===== src/rtl/sopc_reset_seq.sv =====
// Reset and run-control sequencer: synchronises the board reset, releases NUM_CH domains in a staggered order,
// then drives the core clock enable. Define RUN_LIMIT_EN to add the run budget and the HALT state.
module sopc_reset_seq #(
  parameter int unsigned NUM_CH      = 2,
  parameter int unsigned HOLD_CYCLES = 5,
  parameter int unsigned STAGGER     = 2,
  parameter int unsigned RUN_CYCLES  = 50,
  parameter int unsigned CNT_W       = 16
) (
  input  logic              clk,
  input  logic              rst,
  input  logic              sw_rst_req,
  input  logic              halt_clr,
  output logic [NUM_CH-1:0] rst_out,
  output logic              ce,
  output logic              halt,
  output logic              busy,
  output logic [CNT_W-1:0]  run_cnt
);

  typedef enum logic [1:0] {
    SYNC,
    HOLD,
    RUN,
    HALT
  } state_e;

  localparam logic [CNT_W-1:0] LastRel = CNT_W'(HOLD_CYCLES + (NUM_CH - 1) * STAGGER);

  state_e            state_q, state_d;
  logic [1:0]        sync_q, sync_d;
  logic [CNT_W-1:0]  hold_cnt_q, hold_cnt_d;
  logic [CNT_W-1:0]  run_cnt_q, run_cnt_d;
  logic [NUM_CH-1:0] rst_out_q, rst_out_d;
  logic              ce_q, ce_d;
  logic              busy_q, busy_d;

`ifdef RUN_LIMIT_EN
  localparam logic [CNT_W-1:0] RunLimit = CNT_W'(RUN_CYCLES);
  logic halt_q, halt_d;
`else
  logic unused_cfg;
  assign unused_cfg = ^{halt_clr, CNT_W'(RUN_CYCLES)};
`endif

  always_comb begin
    state_d    = state_q;
    sync_d     = {sync_q[0], 1'b1};
    hold_cnt_d = hold_cnt_q;
    run_cnt_d  = run_cnt_q;
    rst_out_d  = rst_out_q;

    unique case (state_q)
      SYNC: begin
        // Leave on the edge where the synchroniser output first goes high.
        if (sync_q[0] && !sync_q[1]) begin
          state_d    = HOLD;
          hold_cnt_d = '0;
        end
      end
      HOLD: begin
        hold_cnt_d = hold_cnt_q + CNT_W'(1);
        for (int unsigned k = 0; k < NUM_CH; k++) begin
          if (hold_cnt_d == CNT_W'(HOLD_CYCLES + k * STAGGER)) begin
            rst_out_d[k] = 1'b0;
          end
        end
        if (hold_cnt_d == LastRel) begin
          state_d   = RUN;
          run_cnt_d = '0;
        end
      end
      RUN: begin
        run_cnt_d = run_cnt_q + CNT_W'(1);
`ifdef RUN_LIMIT_EN
        if (run_cnt_d == RunLimit) begin
          state_d = HALT;
        end
`endif
      end
      HALT: begin
`ifdef RUN_LIMIT_EN
        if (halt_clr) begin
          state_d   = RUN;
          run_cnt_d = '0;
        end
`endif
      end
      default: begin
        state_d = SYNC;
      end
    endcase

    // Software reset overrides the resume and run-limit decisions above.
    if (sw_rst_req && (state_q != SYNC)) begin
      state_d    = HOLD;
      hold_cnt_d = '0;
      run_cnt_d  = '0;
      rst_out_d  = '1;
    end

    busy_d = (state_d == SYNC) || (state_d == HOLD);
    ce_d   = (state_d == RUN);
`ifdef RUN_LIMIT_EN
    halt_d = (state_d == HALT);
`endif
  end

  always_ff @(posedge clk or negedge rst) begin
    if (!rst) begin
      state_q    <= SYNC;
      sync_q     <= '0;
      hold_cnt_q <= '0;
      run_cnt_q  <= '0;
      rst_out_q  <= '1;
      ce_q       <= 1'b0;
      busy_q     <= 1'b1;
    end else begin
      state_q    <= state_d;
      sync_q     <= sync_d;
      hold_cnt_q <= hold_cnt_d;
      run_cnt_q  <= run_cnt_d;
      rst_out_q  <= rst_out_d;
      ce_q       <= ce_d;
      busy_q     <= busy_d;
    end
  end

`ifdef RUN_LIMIT_EN
  always_ff @(posedge clk or negedge rst) begin
    if (!rst) begin
      halt_q <= 1'b0;
    end else begin
      halt_q <= halt_d;
    end
  end
  assign halt = halt_q;
`else
  assign halt = 1'b0;
`endif

  assign rst_out = rst_out_q;
  assign ce      = ce_q;
  assign busy    = busy_q;
  assign run_cnt = run_cnt_q;

endmodule


===== config.mk =====
export PLATFORM = sky130hd
export DESIGN_NAME = sopc_reset_seq
export DESIGN_NICKNAME = d
export VERILOG_FILES = /design/src/rtl/sopc_reset_seq.sv
export SDC_FILE = /design/constraint.sdc
export NUM_CORES = 1
export LEC_CHECK = 0
export ABC_AREA = 1
export BUFFER_PORTS_ARGS = -buffer_cell sky130_fd_sc_hd__buf_2
export CAP_MARGIN = 10
export CORE_ASPECT_RATIO = 1.5
export CORE_UTILIZATION = 53
export DETAILED_ROUTE_END_ITERATION = 12
export PLACE_DENSITY = 0.77
export SYNTH_ARGS = -nofsm -noshare
export SYNTH_HDL_FRONTEND = slang
export SYNTH_SLANG_ARGS = --single-unit
export TNS_END_PERCENT = 5

===== constraint.sdc =====
create_clock -name clk -period 1.9 [get_ports clk]
set_input_delay 0.285 -clock clk [delete_from_list [all_inputs] [get_ports clk]]
set_output_delay 0.285 -clock clk [all_outputs]
set_load 0.01 [all_outputs]

Word level (Yosys, flattened, before mapping)
Index checks and enable logic that the tools add are counted.

Flip-flop bits (word level): 40. Bits of input ports: 4. Output and inout bits: 21. Logic and storage cells: 48.

Add/sub/neg operators: 2. Eq/ne operators: 8. Muxes and demuxes: 14. Reduce and logical (&&, ||, !) cells: 16.

Operators with widths (count): $mux 16 (4); $pmux 16 s2 (2); $add 16x1->16 const B (2); $eq 16x3->1 const B (2); $mux 2 (5); $reduce_and 2->1 (4); $reduce_bool 2->1 (4); $ne 3x3->1 const B (2); $reduce_bool 3->1 (2); $eq 2x1->1 const B (2); $eq 2x2->1 const B (2); $logic_not 2->1 (2); $pmux 2 s2 (1); $logic_and 1x1->1 (2); $mux 1 (2); $logic_not 1->1 (1); $logic_or 1x1->1 (1).

Longest topological paths before layout
Gate-level depths: netlist (run 1).

Depth in word-level cells: 7. Depth in mapped cells: 15. Gate-level depth less buffers: 14.

Worst setup path after synthesis (run 1)
OpenSTA, ideal clock, no wires.

Path kind: register to register. From: register hold_cnt_q[1]. To: register run_cnt_q[9] (netlist: run_cnt[9]). Library setup time: 0.121 ns. Data arrival time: 1.765 ns. Required time: 1.779 ns. Setup slack: 0.014 ns. Cell stages (with the launch flop): 14. Buffers on the path: 1. Period minus slack after synthesis: 1.886 ns. Cell sequence: dfrtp_1 ha_1 nand3_2 inv_2 nand2_4 xor2_1 nand2_2 nor2_4 nand3_4 nand2_4 nand2_4 buf_8 nand3_2 nand2_2.

Word-level cells in the longest chain between the ends: 4.

Ends and longest elaborated chain: start: declaration (RTL line 32) `logic [CNT_W-1:0] hold_cnt_q, hold_cnt_d;`; start signal: assignment (RTL line 121) `hold_cnt_q <= hold_cnt_d;`; $add 16x1->16 (RTL line 62) `hold_cnt_d = hold_cnt_q + CNT_W'(1);`; $eq 16x3->1 (RTL line 68) `if (hold_cnt_d == LastRel) begin`; $ne 3x3->1 (no source line); $reduce_and 2->1 (no source line); end signal: assignment (RTL line 122) `run_cnt_q <= run_cnt_d;`; end: declaration (RTL line 33) `logic [CNT_W-1:0] run_cnt_q, run_cnt_d;`.

Every way passes these cells. A chain may end at the register's enable or synchronous reset.

Worst setup path in the final report (run 1)
From: register hold_cnt_q[1]. To: register run_cnt_q[14] (netlist: run_cnt[14]).

The elaborated chain is that of the path after synthesis.

==> impl_metrics.csv, run 1 <==
group,metric,value,unit
routing,drt_iter0_markers,69,
layout,fin_util,66.9,%
synthesis,synth-seq-area-share,41.2,%
layout,drive_above_1_share,31.1,%
cts,cts_buffers,5,
global_route,gr-total-overflow,0,
layout,area_growth,18.4,%
cts,root_buffer,"clkbuf_8",
global_route,grt_usage,23.1,%
critical_path,critical_path.endpoint_type,"register",
sta,worst_pin_slew,513,ps
critical_path,startpoint_type,"register",
synthesis,yosys_warnings,0,
routing,drc,0,
layout,insertedDiodeCount,0,
cts,clk_pin_slew,80,ps
layout,fill_cells,379,
die,die_h,85.1,µm
routing,viasPerCell,5.38,
routing,wl,5140,µm
routing,ant_nets,0,
global_route,grt_max_degree,22,
critical_path,r2r_start,"hold_cnt_q[1]$_DFFE_PN0P_",
power,peakVddDrop,0.000478,V
cts,clk_latency,300,ps
die,die_w,57.4,µm
critical_path,path_max_fanout,16,
die,core,4320,µm²
flow_run,maxCapViolCount,0,
synthesis,syn_area,2440,µm²
placement,portBuffers,22,
routing,drt_pass1_iterations,4,
die,rows,29,
layout,final_area,2890,µm²
global_route,grt_pass1_wl,8830,µm
cts,cts_sinks,40,
global_route,antenna_found_initial,0,
hold_path,min-delay-start,"sw_rst_req",
cts,htree_num_levels,2,
critical_path,path_class,"reg -> reg",
critical_path,crit_path_start,"hold_cnt_q[1]$_DFFE_PN0P_",
cts,cts_tree,"built",
sta,fmax,531,MHz
power,power.density,638,nW/µm²
synthesis,ys_types,35,
routing,vias,2115,
synthesis,synth-seq-cells,40,
placement,gp_congestion,0.808,
global_route,grt_pass1_vias,2012,
synthesis,synth_area_per_cell,8.00,µm²
placement,hpwl,3730,µm
die,die-area,4880,µm²
sta,rsz0062_at_grt,"true",
die,initial_utilization,56.5,%
routing,post_drt_wl_per_cell,13.1,µm
synthesis,synthesis.nets,313,
status,status,"finished clean",
cts,clock_path_buffers,2,
critical_path,arrival,2070,ps
sta,skew,7.61,ps
sta,maxSlewViolCount,0,
sta,period_share,99.2,%
sta,hold_viol,0,
critical_path,crit_required,2080,ps
synthesis,syn_inst,305,
hold_path,hp-class,"in -> reg",
placement,placed_area,2670,µm²
sta,post-route-min-period,1880,ps
power,p_leak,1.39,nW
sta,max_slew_margin,65.8,%
layout,nets,354,
sta,setup_violations,0,
die,num_io_pins,25,
cells in the final DEF, fill, tap and decap left out, drive strengths merged, types with 2 or more instances in the layout:
master  instances
inv            43
xor2            4
nand2          87
conb            2
clkbuf          5
nor2           31
clkinv          2
nand3          40
o22ai           8
o21ai          17
buf            38
o211ai          3
nand4           8
o21bai          4
xnor2           2
ha              4
dfrtp          37
dfstp           3
repair_timing:
item / 4_1_cts / 5_1_grt
hold buffers: 1 / 0
setup buffers: 0 / 4
setup endpoints to repair: 17 / 20
gates resized for setup: 7 / 10
cloned: 0 / 0
pin swaps: 1 / 4
endpoints found under the hold margin: 17 / 0
metal layers:
| layer | global-route usage (%) | wire [µm] | up-vias |
|---|---|---|---|
| met3 | 3.81 | 161 | 10 |
| met1 | 26.2 | 2110 | 1006 |
| met4 | 7.32 | 94 | 0 |
| met2 | 42.8 | 2780 | 35 |
| met5 | 0 | 0 | - |
| li1 | - | - | 1064 |
area by class of cell:
| class | count | area [µm²] | share of cell area, % |
|---|---|---|---|
| multi-input cells | 216 | 1290 | 44.7 |
| flip-flops and latches | 40 | 1010 | 34.9 |
| repair buffers | 39 | 253 | 8.75 |
| inverters | 44 | 168 | 5.81 |
| clock buffers | 5 | 68.8 | 2.38 |
| well taps | 46 | 57.6 | 1.99 |
| clock inverters | 3 | 42.5 | 1.47 |
synth_stat cells:
master | n | area share, %
o211ai_1 | 3 | 0.92
buf_8 | 1 | 0.62
o2bb2ai_1 | 1 | 0.36
nor2_1 | 21 | 3.2
o21ai_0 | 11 | 2.3
nand4_1 | 8 | 2.1
a21oi_1 | 1 | 0.20
a2111o_1 | 1 | 0.46
xnor2_1 | 2 | 0.72
or2_2 | 1 | 0.26
inv_1 | 39 | 6.0
o21ai_1 | 4 | 0.82
nand3_1 | 27 | 5.5
ha_1 | 4 | 2.1
buf_4 | 1 | 0.31
conb_1 | 2 | 0.31
o21ai_2 | 2 | 0.72
inv_2 | 4 | 0.62
buf_6 | 1 | 0.46
dfstp_2 | 3 | 3.2
nand3_2 | 12 | 4.9
nand3b_1 | 1 | 0.31
dfrtp_1 | 37 | 38
o21bai_1 | 4 | 1.2
xor2_1 | 4 | 1.4
nor2_4 | 4 | 1.8
nor2_2 | 6 | 1.5
nand3_4 | 1 | 0.72
nand2_2 | 15 | 3.8
clkbuf_1 | 2 | 0.31
nand2_4 | 4 | 1.8
clkinv_1 | 1 | 0.15
o22ai_1 | 8 | 2.1
a31oi_1 | 1 | 0.26
nand2_1 | 68 | 10
cells by family (layout without fill, tap and decap cells):
kind of cell,Yosys count,after routing,share of synthesized area [%]
adders and majority gates,4,4,2.05
DFF,40,40,41.2
other,2,2,0.308
xor gates and xnor gates,6,6,2.15
AOI/OAI and AO/OA,36,36,9.28
and+or+nand+nor,168,168,36.6
buffers and inverters,49,91,8.46
flip-flops by register name, summed over array words and instances, names as in the netlist:
name and count:
sync_q 2, rst_out 2, run_cnt 16, ce 1
state_q 2, hold_cnt_q 16, busy 1
power breakdown:
group	internal (W)	switching, W	leakage, nW
Combinational	0.0000902	0.000156	0.806
Sequential	0.000880	0.0000212	0.531
Clock	0.000389	0.000307	0.0541
Total	0.00136	0.000484	1.39
final timing paths:
path                                              end  slack (ps)  cells past startpoint
setup / recovery              run_cnt[14]$_DFFE_PN0P_          20                     11
hold / removal                   state_q[1]$_DFF_PN0_         370                      4
setup reg to reg              run_cnt[14]$_DFFE_PN0P_          20                     11
hold reg to reg                   sync_q[1]$_DFF_PN0_         400                      0
max in group asynchronous   hold_cnt_q[2]$_DFFE_PN0P_         910                      3
min in group asynchronous  hold_cnt_q[13]$_DFFE_PN0P_         490                      2
worst max-delay path, cell delays in order, from the launching register on:
cell and delay, ps:
dfrtp_1 360, ha_2 220, nand3_4 110, xor2_1 180, nor2_1 190, nand2_1 90, nor2_2 130, nand3_4 120
nand2_4 100, nand2_8 110, nand3_2 100, nand2_1 60
stage by stage:
step | total power, W | hold WS [ps] | std cells | setup WS [ps] | setup TNS, ps
after floorplan | 0.00106 | -10.6 | 305 | 14.1 | 0
after global placement | 0.00114 | 286 | 380 | -42.6 | -364
after detailed placement | 0.00115 | 286 | 380 | -82.2 | -974
after CTS | 0.00186 | 340 | 389 | 0.932 | 0
after global routing | 0.00193 | 396 | 393 | -112 | -1460
final | 0.00184 | 374 | 393 | 15.6 | 0
No activity file was read; power rests on OpenSTA's default activity.
==> run 2, diff against run 1 <==
--- a/config.mk
+++ b/config.mk
@@ -11,7 +11,7 @@
 export CORE_ASPECT_RATIO = 1.5
 export CORE_UTILIZATION = 53
 export DETAILED_ROUTE_END_ITERATION = 12
-export PLACE_DENSITY = 0.77
+export PLACE_DENSITY = 0.76
 export SYNTH_ARGS = -nofsm -noshare
 export SYNTH_HDL_FRONTEND = slang
 export SYNTH_SLANG_ARGS = --single-unit
==> run 2 against run 1 <==
Compared with the run above:
- the run now ends with negative setup slack left
- sequential cell count is the same
- first-iteration DRC count grew 20%
- routed wire length grew 5.6%
==> impl_metrics.csv, run 2 (same netlist as run 1, synthesis figures left out) <==
group,metric,value,unit
critical_path,critical_path.endpoint_type,"register",
placement,placed_area,2680,µm²
global_route,grt_pass1_wl,8890,µm
cts,root_buffer,"clkbuf_8",
cts,clk_pin_slew,80,ps
sta,hold_ws,372,ps
layout,final_area,2930,µm²
status,status,"finished, violations left",
critical_path,arrival,2120,ps
cts,htree_num_levels,2,
sta,maxSlewViolCount,0,
power,clockPowerShare,32.9,%
routing,drc,0,
critical_path,path_cells,"ha_4 > buf_4 > xnor2_1 > nor2_1 > nand2_1 > nor2_2 > nand3_4 > nand2_4 > nand2_8 > nand3_1 > nand2_1",
sta,rsz0062_at_grt,"true",
layout,nets,358,
critical_path,path_max_fanout,16,
sta,fmax,515,MHz
routing,ant_nets,0,
power,intPower,0.00129,W
placement,portBuffers,22,
flow_run,maxCapViolCount,0,
die,rows,29,
cts,cts_tree,"built",
critical_path,path_class,"reg -> reg",
power,p_leak,1.43,nW
critical_path,worst_path_largest_cell_delay,430,ps
sta,skew,5.62,ps
sta,post-route-min-period,1940,ps
routing,vias,2143,
power,p_comb_share,15.7,%
global_route,grt.met2_usage,44.7,%
critical_path,startpoint_type,"register",
die,die_w,57.4,µm
sta,fin_setup_tns,-290,ps
sta,period_share,102,%
layout,final_common_cell,"nand2_1",
global_route,grt_busiest_layer,"met2",
sta,fin_ws,-40.3,ps
status,violations,"negative setup slack",
sta,setup_violations,17,
sta,worst_pin_slew,495,ps
global_route,grt_usage,23.5,%
layout,insertedDiodeCount,0,
die,core,4320,µm²
power,swShare,27.3,%
cts,clock_path_buffers,2,
power,p_switching,0.000484,W
layout,drive_above_1_share,31.9,%
sta,max_slew_margin,66.9,%
global_route,grt_max_degree,41,
die,die_h,85.1,µm
global_route,gr-total-overflow,0,
die,die-area,4880,µm²
placement,hpwl,3740,µm
power,peakVddDrop,0.000549,V
hold_path,hp-class,"in -> reg",
die,num_io_pins,25,
cts,cts_sinks,40,
layout,layout_common_cells,"nand2_1 (66), inv_1 (39), dfrtp_1 (35)",
power,seqPwrFrac,51.3,%
power,power.density,604,nW/µm²
global_route,antenna_found_initial,0,
routing,wl,5430,µm
global_route,grt_pass1_vias,2095,
layout,area_growth,20.1,%
global_route,use_met3,3.81,%
critical_path,crit_top_cell,"nand2_1",
routing,drt_iter0_markers,83,
cts,clk_latency,290,ps
cts,cts_buffers,5,
routing,post_drt_wl_per_cell,13.7,µm
global_route,use_met1,25.3,%
placement,gp_congestion,0.817,
critical_path,critPathSlowestCell,"dfrtp_1",
layout,fin_util,67.8,%
routing,viasPerCell,5.40,
sta,hold_viol,0,
routing,drt_pass1_iterations,4,
critical_path,crit_required,2080,ps
die,initial_utilization,56.5,%
## run 2: cell types whose count changed in the layout (fill, tap and decap cells not counted), sizes merged
cell | previous run | this run
buf | 38 | 42
bufinv | 1 | 0
clkbuf | 5 | 8
clkinv | 2 | 1
clkinvlp | 1 | 0
## run 2: area by class of cell
type	count	area, µm²
repair buffers	43	287
clock buffers	8	90.1
multi-input cells	216	1320
flip-flops and latches	40	1010
fillers	362	1390
well taps	46	57.6
inverters	44	168
## run 2: final timing paths
path	from	to	slack, ps	cells after the start
hold / removal	sw_rst_req	state_q[1]$_DFF_PN0_	370	4
min in group asynchronous	rst	hold_cnt_q[14]$_DFFE_PN0P_	480	3
setup / recovery	hold_cnt_q[1]$_DFFE_PN0P_	run_cnt[2]$_DFFE_PN0P_	-40	11
hold reg to reg	sync_q[0]$_DFF_PN0_	sync_q[1]$_DFF_PN0_	410	0
setup reg to reg	hold_cnt_q[1]$_DFFE_PN0P_	run_cnt[2]$_DFFE_PN0P_	-40	11
max in group asynchronous	rst	busy$_DFF_PN1_	1150	3
## run 2: metal layers
| metal | part of all wire [%] | vias to the layer above |
|---|---|---|
| li1 | - | 1065 |
| met1 | 39 | 1030 |
| met2 | 56 | 39 |
| met3 | 3.1 | 9 |
| met4 | 2.1 | 0 |
| met5 | 0 | - |
## run 2: stage by stage
| step | setup WS, ps | std cells | total power [W] |
|---|---|---|---|
| after floorplan | 14.1 | 305 | 0.00106 |
| after global placement | -29.8 | 381 | 0.00114 |
| after detailed placement | -72.5 | 381 | 0.00115 |
| after CTS | 10.3 | 391 | 0.00176 |
| after global routing | -170 | 397 | 0.00185 |
| final | -40.3 | 397 | 0.00177 |
## run 2: timing repair
action,4_1_cts,5_1_grt
endpoints found under the hold margin,37,0
gates resized for setup,9,14
hold buffers,1,0
setup buffers,1,6
setup endpoints to repair,17,19
pin swaps,1,5
## run 2: critical path: cells and delay by family, from the launching register on
family,cells,cell delay (ps)
adders and majority gates,1,190
and+or+nand+nor,8,970
DFF,1,430
buffers and inverters,1,130
xor gates and xnor gates,1,130
## run 2: power groups by stage
stage	combinational, W	clock (W)	sequential (W)
after floorplan	0.000137	0	0.000922
after global placement	0.000227	0	0.000915
after detailed placement	0.000235	0	0.000916
after CTS	0.000254	0.000606	0.000901
after global routing	0.000309	0.000625	0.000912
final	0.000279	0.000583	0.000909
==> run 3, diff against run 2 <==
--- a/config.mk
+++ b/config.mk
@@ -9,9 +9,11 @@
 export BUFFER_PORTS_ARGS = -buffer_cell sky130_fd_sc_hd__buf_2
 export CAP_MARGIN = 10
 export CORE_ASPECT_RATIO = 1.5
-export CORE_UTILIZATION = 53
+export CORE_UTILIZATION = 60
 export DETAILED_ROUTE_END_ITERATION = 12
-export PLACE_DENSITY = 0.76
+export HOLD_SLACK_MARGIN = 0.08
+export PLACE_DENSITY = 0.81
+export SKIP_CTS_REPAIR_TIMING = 1
 export SYNTH_ARGS = -nofsm -noshare
 export SYNTH_HDL_FRONTEND = slang
 export SYNTH_SLANG_ARGS = --single-unit
==> constraint.sdc (replaced) <==
create_clock -name clk -period 2.5 [get_ports clk]
set_input_delay 0.375 -clock clk [delete_from_list [all_inputs] [get_ports clk]]
set_output_delay 0.375 -clock clk [all_outputs]
set_load 0.01 [all_outputs]
==> run 3 against run 2 <==
Compared with the run above:
- the flow now finishes without violations
- clock power down 10%
- die area down 11%
- via count down 3.2%
- critical path depth up 1
- clock skew up 1.3 ps
- power down 23%
- combinational power down 48%
- sequential share of layout area up 2.8 points
==> impl_metrics.csv, run 3 (same netlist as run 1, synthesis figures left out) <==
group,metric,value,unit
die,die_h,80.1,µm
layout,fill_cells,349,
sta,fmax,483,MHz
routing,drt_pass1_iterations,4,
critical_path,path_cells,"ha_1 > nand3_2 > inv_2 > nand2_4 > xor2_1 > nand2_2 > nor2_4 > nand3_4 > nand2_4 > nand2_4 > nand3_1 > nand2_1",
critical_path,startpoint_type,"register",
placement,placed_area,2590,µm²
critical_path,path_max_fanout,16,
sta,post-route-min-period,2070,ps
sta,worst_pin_slew,855,ps
die,num_io_pins,25,
critical_path,path_class,"reg -> reg",
routing,post_drt_wl_per_cell,12.7,µm
global_route,antenna_found_initial,0,
cts,cts_tree,"built",
cts,htree_num_levels,2,
cts,clk_pin_slew,80,ps
critical_path,r2r_start,"hold_cnt_q[1]$_DFFE_PN0P_",
critical_path,timing.rr.end,"run_cnt[1]$_DFFE_PN0P_",
die,die-area,4330,µm²
placement,portBuffers,22,
critical_path,critPathCapture,"run_cnt[1]$_DFFE_PN0P_",
global_route,gr-total-overflow,0,
critical_path,r2r_cells,12,
sta,fin_setup_tns,0,ps
cts,cts_buffers,5,
global_route,grt_pass1_vias,1923,
routing,drt_iter0_markers,50,
critical_path,arrival,2260,ps
critical_path,rrSetupSlack,430,ps
sta,max_slew_margin,43.0,%
layout,final_area,2700,µm²
layout,insertedDiodeCount,0,
placement,gp_congestion,0.793,
die,core,3920,µm²
layout,area_growth,10.8,%
routing,drc,0,
critical_path,worst_path_largest_cell_delay,440,ps
critical_path,critPathSlowestCell,"dfrtp_1",
power,peakVddDrop,0.000375,V
critical_path,critical_path.endpoint_type,"register",
layout,layout_common_cells,"nand2_1 (68), inv_1 (39), dfrtp_1 (37)",
cts,root_buffer,"clkbuf_8",
layout,drive_above_1_share,25.4,%
sta,rsz0062_at_grt,"false",
cts,cts_sinks,40,
critical_path,crit_top_cell,"nand2_4",
sta,setup_violations,0,
power,power.density,501,nW/µm²
routing,ant_nets,0,
sta,maxSlewViolCount,0,
routing,wl,4820,µm
cts,clock_path_buffers,2,
sta,period_share,82.7,%
routing,viasPerCell,5.47,
global_route,grt_max_degree,41,
global_route,grt_pass1_wl,8030,µm
die,rows,28,
layout,final_common_cell,"nand2_1",
power,p_leak,1.33,nW
cts,clk_latency,300,ps
placement,hpwl,3550,µm
hold_path,hp-class,"in -> async",
flow_run,maxCapViolCount,0,
die,initial_utilization,62.2,%
sta,hold_viol,0,
die,die_w,54.1,µm
global_route,grt_usage,25.5,%
sta,skew,6.88,ps
routing,vias,2074,
status,status,"finished clean",
layout,nets,341,
critical_path,crit_required,2690,ps
critical_path,crit_path_start,"hold_cnt_q[1]$_DFFE_PN0P_",
[run 3: changes by cell type in the layout (fill, tap and decap cells not counted), moves of 2 or more]
cell and delta:
dfrtp_1 +2, dfrtp_2 -2, nor2_2 -2, nor2_4 -2
buf_4 -14, nor2_1 +4, o21ai_4 -2, nand3_1 +2
o21ai_2 +2, nand2_1 +2
[run 3: worst max-delay path, delay by kind of cell, from the launching register on]
kind | cells | cell delay [ps]
buffers and inverters | 1 | 130
flip-flops | 1 | 440
AND/OR/NAND/NOR | 9 | 960
XOR/XNOR | 1 | 200
adder cells (fa/ha/maj) | 1 | 240
[run 3: metal layers]
| layer | vias up | wire length [µm] | global-route usage (%) |
|---|---|---|---|
| met2 | 46 | 2600 | 47.2 |
| met3 | 11 | 170 | 5.68 |
| met5 | - | 0 | 0 |
| met4 | 0 | 109 | 10.5 |
| met1 | 983 | 1950 | 26.2 |
| li1 | 1034 | - | - |
[run 3: final cells by class]
class                   instances  area, µm²  area share (%)
inverters                      44        165            6.11
clock buffers                   6       72.6            2.69
clock inverters                 2       35.0            1.30
multi-input cells             216       1230            45.5
flip-flops and latches         40       1000            37.2
repair buffers                 26        140            5.19
well taps                      45       56.3            2.08
[run 3: worst min path at each step]
stage / from / slack (ps) / endpoint / depth (start not counted)
after floorplan: rst / 80 / ce$_DFF_PN0_ / 0
after global placement: sync_q[0]$_DFF_PN0_ / 390 / sync_q[1]$_DFF_PN0_ / 0
after detailed placement: sync_q[0]$_DFF_PN0_ / 400 / sync_q[1]$_DFF_PN0_ / 0
after CTS: rst / 220 / hold_cnt_q[9]$_DFFE_PN0P_ / 1
after global routing: rst / 280 / hold_cnt_q[14]$_DFFE_PN0P_ / 1
final: rst / 180 / hold_cnt_q[14]$_DFFE_PN0P_ / 1
[run 3: per-stage QoR]
step	instances	hold slack, ps	setup WS (ps)	total power [W]	utilization [%]
6_report	379	183	431	0.00136	68.9
5_1_grt	379	275	163	0.00141	68.9
4_1_cts	379	221	409	0.00137	68.9
3_5_place_dp	371	399	432	0.000848	66.1
3_3_place_gp	371	391	453	0.000843	66.1
2_1_floorplan	305	79.4	614	0.000805	-
[run 3: where the power goes]
group | total (W) | switching (W) | internal, W | leakage (nW)
clock network | 0.000522 | 0.000226 | 0.000296 | 0.0552
registers | 0.000689 | 0.0000213 | 0.000668 | 0.536
logic | 0.000144 | 0.0000998 | 0.0000439 | 0.740
total | 0.00136 | 0.000347 | 0.00101 | 1.33
